[config.mk]
export PLATFORM = sky130hd
export DESIGN_NAME = pipe_stage_buf
export DESIGN_NICKNAME = d
export VERILOG_FILES = /design/src/rtl/cpu_types_pkg.sv /design/src/rtl/pipe_stage_buf.sv
export SDC_FILE = /design/constraint.sdc
export NUM_CORES = 1
export LEC_CHECK = 0
export CAP_MARGIN = 20
export CORE_MARGIN = 4
export CORE_UTILIZATION = 40
export CTS_BUF_LIST = sky130_fd_sc_hd__clkbuf_4 sky130_fd_sc_hd__clkbuf_8
export CTS_CLUSTER_DIAMETER = 150
export DETAILED_ROUTE_END_ITERATION = 7
export MAX_ROUTING_LAYER = met4
export PLACE_DENSITY = 0.89
export SYNTH_ARGS = -nofsm -noshare
export SYNTH_HDL_FRONTEND = slang
export SYNTH_SLANG_ARGS = --single-unit
export TNS_END_PERCENT = 100
[constraint.sdc]
create_clock -name CLK -period 1.55 [get_ports CLK]
set_input_delay 0.31 -clock CLK [delete_from_list [all_inputs] [get_ports CLK]]
set_output_delay 0.31 -clock CLK [all_outputs]
set_load 0.005 [all_outputs]
[src/rtl/cpu_types_pkg.sv]
// Shared CPU pipeline types: inter-stage latch state encoding and the per-stage
// field layouts that callers pack into pipe_stage_buf's data/control buses.
package cpu_types_pkg;

  localparam int unsigned PIPE_CNT_W = 2;

  typedef enum logic [1:0] {
    PS_EMPTY = 2'd0,
    PS_ONE   = 2'd1,
    PS_FULL  = 2'd2
  } pipe_state_t;

  localparam int unsigned WORD_W  = 32;
  localparam int unsigned REG_W   = 5;
  localparam int unsigned ALUOP_W = 4;

  // Control bits shared by every stage; the later stages simply ignore the
  // fields they no longer need.
  typedef struct packed {
    logic               reg_wr;
    logic               d_wen;
    logic               d_ren;
    logic [ALUOP_W-1:0] alu_op;
    logic               alu_src;
    logic               mem_to_reg;
    logic               branch;
    logic               jump;
    logic               link;
    logic               lui;
    logic               halt;
    logic [1:0]         rsvd;
  } stage_ctrl_t;

  typedef struct packed {
    logic [WORD_W-1:0] instr;
    logic [WORD_W-1:0] npc;
    logic [WORD_W-1:0] rsvd0;
    logic [WORD_W-1:0] rsvd1;
  } if_id_data_t;

  typedef struct packed {
    logic [WORD_W-1:0] npc;
    logic [WORD_W-1:0] rs_val;
    logic [WORD_W-1:0] rt_val;
    logic [WORD_W-1:0] imm;
  } id_ex_data_t;

  typedef struct packed {
    logic [WORD_W-1:0] npc;
    logic [WORD_W-1:0] alu_out;
    logic [WORD_W-1:0] store_val;
    logic [REG_W-1:0]  wsel;
    logic [WORD_W-REG_W-1:0] rsvd;
  } ex_mem_data_t;

  typedef struct packed {
    logic [WORD_W-1:0] npc;
    logic [WORD_W-1:0] alu_out;
    logic [WORD_W-1:0] load_val;
    logic [REG_W-1:0]  wsel;
    logic [WORD_W-REG_W-1:0] rsvd;
  } mem_wb_data_t;

  function automatic logic [PIPE_CNT_W-1:0] pipe_count(input pipe_state_t st);
    logic [PIPE_CNT_W-1:0] cnt;
    cnt = '0;
    case (st)
      PS_ONE:  cnt = 2'd1;
      PS_FULL: cnt = 2'd2;
      default: cnt = 2'd0;
    endcase
    return cnt;
  endfunction

endpackage

[src/rtl/pipe_stage_buf.sv]
// Elastic valid/ready pipeline register with flush-to-bubble.
// Define PIPE_STAGE_SKID_EN for the two-entry skid build with registered in_ready.
module pipe_stage_buf
  import cpu_types_pkg::*;
#(
  parameter int unsigned       DATA_W      = 128,
  parameter int unsigned       CTRL_W      = 16,
  parameter logic [CTRL_W-1:0] CTRL_BUBBLE = '0
) (
  input  logic                  CLK,
  input  logic                  RST,
  input  logic                  in_valid,
  output logic                  in_ready,
  input  logic [DATA_W-1:0]     in_data,
  input  logic [CTRL_W-1:0]     in_ctrl,
  output logic                  out_valid,
  input  logic                  out_ready,
  output logic [DATA_W-1:0]     out_data,
  output logic [CTRL_W-1:0]     out_ctrl,
  input  logic                  flush,
  output logic [PIPE_CNT_W-1:0] count
);

  pipe_state_t       state_q, state_d;
  logic [DATA_W-1:0] main_data_q, main_data_d;
  logic [CTRL_W-1:0] main_ctrl_q, main_ctrl_d;
  logic              in_xfer;
  logic              out_xfer;

`ifdef PIPE_STAGE_SKID_EN
  logic [DATA_W-1:0] skid_data_q, skid_data_d;
  logic [CTRL_W-1:0] skid_ctrl_q, skid_ctrl_d;
  logic              in_ready_q, in_ready_d;

  assign in_ready = in_ready_q;
`else
  assign in_ready = ~out_valid | out_ready;
`endif

  assign out_valid = (state_q != PS_EMPTY);
  assign out_data  = main_data_q;
  assign out_ctrl  = main_ctrl_q;
  assign count     = pipe_count(state_q);

  assign in_xfer  = in_valid & in_ready & ~flush;
  assign out_xfer = out_valid & out_ready;

  always_comb begin
    state_d     = state_q;
    main_data_d = main_data_q;
    main_ctrl_d = main_ctrl_q;
`ifdef PIPE_STAGE_SKID_EN
    skid_data_d = skid_data_q;
    skid_ctrl_d = skid_ctrl_q;
`endif

    case (state_q)
      PS_EMPTY: begin
        if (in_xfer) begin
          state_d     = PS_ONE;
          main_data_d = in_data;
          main_ctrl_d = in_ctrl;
        end
      end
      PS_ONE: begin
        if (in_xfer && out_xfer) begin
          main_data_d = in_data;
          main_ctrl_d = in_ctrl;
`ifdef PIPE_STAGE_SKID_EN
        end else if (in_xfer) begin
          state_d     = PS_FULL;
          skid_data_d = in_data;
          skid_ctrl_d = in_ctrl;
`endif
        end else if (out_xfer) begin
          state_d     = PS_EMPTY;
          main_ctrl_d = CTRL_BUBBLE;
        end
      end
      PS_FULL: begin
`ifdef PIPE_STAGE_SKID_EN
        // in_ready is low here, so only a drain can happen.
        if (out_xfer) begin
          state_d     = PS_ONE;
          main_data_d = skid_data_q;
          main_ctrl_d = skid_ctrl_q;
        end
`else
        state_d     = PS_EMPTY;
        main_ctrl_d = CTRL_BUBBLE;
`endif
      end
      default: begin
        state_d     = PS_EMPTY;
        main_ctrl_d = CTRL_BUBBLE;
      end
    endcase

    // Flush wins over every transfer; a coincident drain is still taken downstream.
    if (flush) begin
      state_d     = PS_EMPTY;
      main_ctrl_d = CTRL_BUBBLE;
    end

`ifdef PIPE_STAGE_SKID_EN
    in_ready_d = (state_d != PS_FULL);
`endif
  end

  always_ff @(posedge CLK) begin
    if (RST) begin
      state_q     <= PS_EMPTY;
      main_data_q <= '0;
      main_ctrl_q <= CTRL_BUBBLE;
`ifdef PIPE_STAGE_SKID_EN
      skid_data_q <= '0;
      skid_ctrl_q <= CTRL_BUBBLE;
      in_ready_q  <= 1'b1;
`endif
    end else begin
      state_q     <= state_d;
      main_data_q <= main_data_d;
      main_ctrl_q <= main_ctrl_d;
`ifdef PIPE_STAGE_SKID_EN
      skid_data_q <= skid_data_d;
      skid_ctrl_q <= skid_ctrl_d;
      in_ready_q  <= in_ready_d;
`endif
    end
  end

endmodule

==> key figures <==
Status
  – Outcome: completed

Die
  – Die Y: ~130 µm
  – I/O pins: between 200 and 300
  – Total Die Area: roughly 0.016 mm²
  – Core Area: ~0.013 mm²
  – Initial Utilization: 0.414
  – Core Rows: 42
  – Die width: 126 µm

Clocking
  – Clock Sinks: between 100 and 150
  – CTS root buf: clkbuf_8
  – # H-tree levels: 4
  – Clock-pin transition on the worst setup and hold timing paths: 0.08 ns
  – Clock Path Buffers: 2
  – Postcts setup bufs: 0
  – Inserted Clock Buffers: 17
  – CTS tree: done
  – Worst-Skew Late Latency: 0.43 ns

Detailed routing
  – Drt pass-1 iters: 5
  – Metal2 WL: 9690 µm
  – Remaining antenna violation count: 0
  – Met1 WL: between 7000 and 8000 µm
  – Vias post-DR: ~6200
  – Via density: roughly 5.5
  – DR WL/cell: 17.6 µm
  – Top layer in use: met4
  – Met3 wire length: approximately 1600 µm
  – Total Wirelength: 19700 µm
  – # DRC: 0
  – Detailed Route Iter0 Violations: roughly 470

Placed design
  – GP Congestion: 0.830
  – Port buffer count: approximately 300
  – Placed insts: between 1000 and 1500
  – Pre-CTS WS: -0.304 ns
  – Post-DP Area: slightly below 0.009 mm²
  – Post-DP HPWL: 13800 µm

Setup path
  – Worst path max stage delay: 0.33 ns
  – Worst path top cell family by delay: buffers and inverters
  – Cell breakdown of the critical path: buf_4 > dlygate4sd2_1
  – Critical Path End Type: output port
  – Worst Path Required: 1.24 ns
  – Buffers & Inverters on Critical Path: 2
  – Crit Path Max Fanout: 4
  – CP max-delay cell: dfxtp_2
  – Startpoint types: flop
  – Crit Path Category: reg2out
  – Crit path DAT: between 1 and 1.5 ns

Finish
  – Commonest cells after routing, fill and taps aside: nand3_1 (160), clkdlybuf4s50_1 (147), dlygate4sd2_1 (146), a21oi_1 (144), dfxtp_1 (135)
  – Area taken by multi-input logic gates: approximately 0.0022 mm²
  – Syn-to-layout area delta: 61.9%
  – Fillers: approximately 1100
  – Finished Layout Cells: 1121
  – # nets final: between 1000 and 1500
  – Share of layout cells above drive strength 1: 0.0847
  – Register area: around 0.0029 mm²
  – Ant diodes: 0
  – Design area: between 0.008 and 0.009 mm²
  – Commonest non-fill, non-tap cell in the layout: nand3_1

Timing
  – RSZ-0062 raised after global routing: false
  – Max Freq: roughly 700 MHz
  – Count of pins over their slew limit: 0
  – Final setup viols: 0
  – Tmin final: ~1.5 ns
  – Worst Skew: between 0.006 and 0.007 ns
  – Hold Fails Final Rpt: 0
  – Fin Hold WS: between 0.15 and 0.2 ns
  – Period Utilization, post-route: 0.937
  – Setup WS post-layout: about 0.097 ns

Global routing
  – Initial antenna violation count: 0
  – Grt ovf: 0
  – Global-route wire length before repair: 30600 µm
  – Vias in the first global route: roughly 5800
  – Total track usage: 0.246
  – Largest net degree at the start of global routing: a little under 80

Pwr
  – Max VDD drop: 0.000583 V
  – Power Total: 8.29 mW
  – Leak Pwr: between 3 and 4 nW
  – Pwr/cell area: between 900 and 1000 mW/mm²

Logic synthesis
  – Flops & latches, synth: 145
  – Post-Syn Instances: between 600 and 700
  – Mapped Avg Cell Area: ~8.3 µm²
  – Sequential fraction of the synthesis area: 0.523
  – Post-Syn Nets: 816
  – Synthesized cell area: about 0.0055 mm²
  – Unique masters post-synth: 19
  – Synth Warn #: 0

Run
  – Max Cap Viol: 0

Worst hold path
  – Worst hold path type: in2reg
## worst reg2reg max path, cell delays in order (launching register included)
cell     delay, ns
dfxtp_2       0.33
nor2b_4       0.16
buf_4         0.15
buf_12        0.26
o21ai_0       0.21
a21oi_1       0.18
## kinds of logic (layout without fill, tap and decap cells)
kind of cell	Yosys count	after routing	synth area share
buffers and inverters	81	359	0.0771
other	1	1	0.000676
AO/OA/AOI/OAI	272	272	0.245
AND/OR/NAND/NOR	168	168	0.154
flip-flops	145	145	0.523
## Yosys cell counts
master    number  area (µm²)
a21oi_1      144         721
buf_2         22         110
buf_4         14         105
buf_6          4        45.0
clkbuf_1      31         116
clkbuf_2       9        45.0
conb_1         1        3.75
dfxtp_1      145        2900
inv_4          1        6.26
nand2_1        1        3.75
nand2b_1       1        6.26
nand3_1      160         801
nor2_1         2        7.51
nor2b_1        1        6.26
nor2b_4        1        13.8
o21ai_0      116         581
o21ai_1       12        60.1
or2_2          1        6.26
or3b_1         1        8.76
## metrics by stage
stage	utilization	setup TNS, ns
after CTS	0.671	0
after global placement	0.653	-23.14
after floorplan	-	0
after global routing	0.671	0
after detailed placement	0.653	-26.08
final	0.671	0
## layout make-up
class                           count  area share
Timing Repair Buffer              328       0.356
Sequential cell                   145       0.324
Multi-Input combinational cell    441       0.249
Clock buffer                       21      0.0315
Tap cell                          176      0.0245
Clock inverter                      9      0.0145
Inverter                            1    0.000696
## power by group
| part | switching [mW] | internal [mW] | total (mW) | leakage [nW] |
|---|---|---|---|---|
| sequential | 0.0673 | 3.89 | 3.96 | 1.19 |
| clock | 1.38 | 1.72 | 3.11 | 0.212 |
| combinational | 0.525 | 0.698 | 1.22 | 2.39 |
| total | 1.97 | 6.31 | 8.29 | 3.79 |
## layer usage
layer,vias to the layer above,GRT usage
met5,-,-
met4,0,0.104
met3,53,0.0644
met2,281,0.394
met1,2944,0.294
li1,2908,-
## state kept, by name, indices dropped and copies added (netlist names)
name / cells
state_q: 1
out_ctrl: 16
out_data: 128
## what timing repair did
item | in CTS | in global routing
resized for setup | 159 | 1
endpoints found under the setup margin | 147 | 1
hold buffers | 0 | 0
## final timing paths
path	from	endpoint	slack, ns	cells after the start
max	state_q[0]$_SDFFE_PP0P_	out_valid	0.1	2
min	RST	out_data[109]$_SDFFE_PP0P_	0.18	2
max reg2reg	state_q[0]$_SDFFE_PP0P_	out_data[71]$_SDFFE_PP0P_	0.17	5
min reg2reg	out_ctrl[12]$_SDFFE_PP0P_	out_ctrl[12]$_SDFFE_PP0P_	0.47	2
Power figures use the tool's default switching activity.
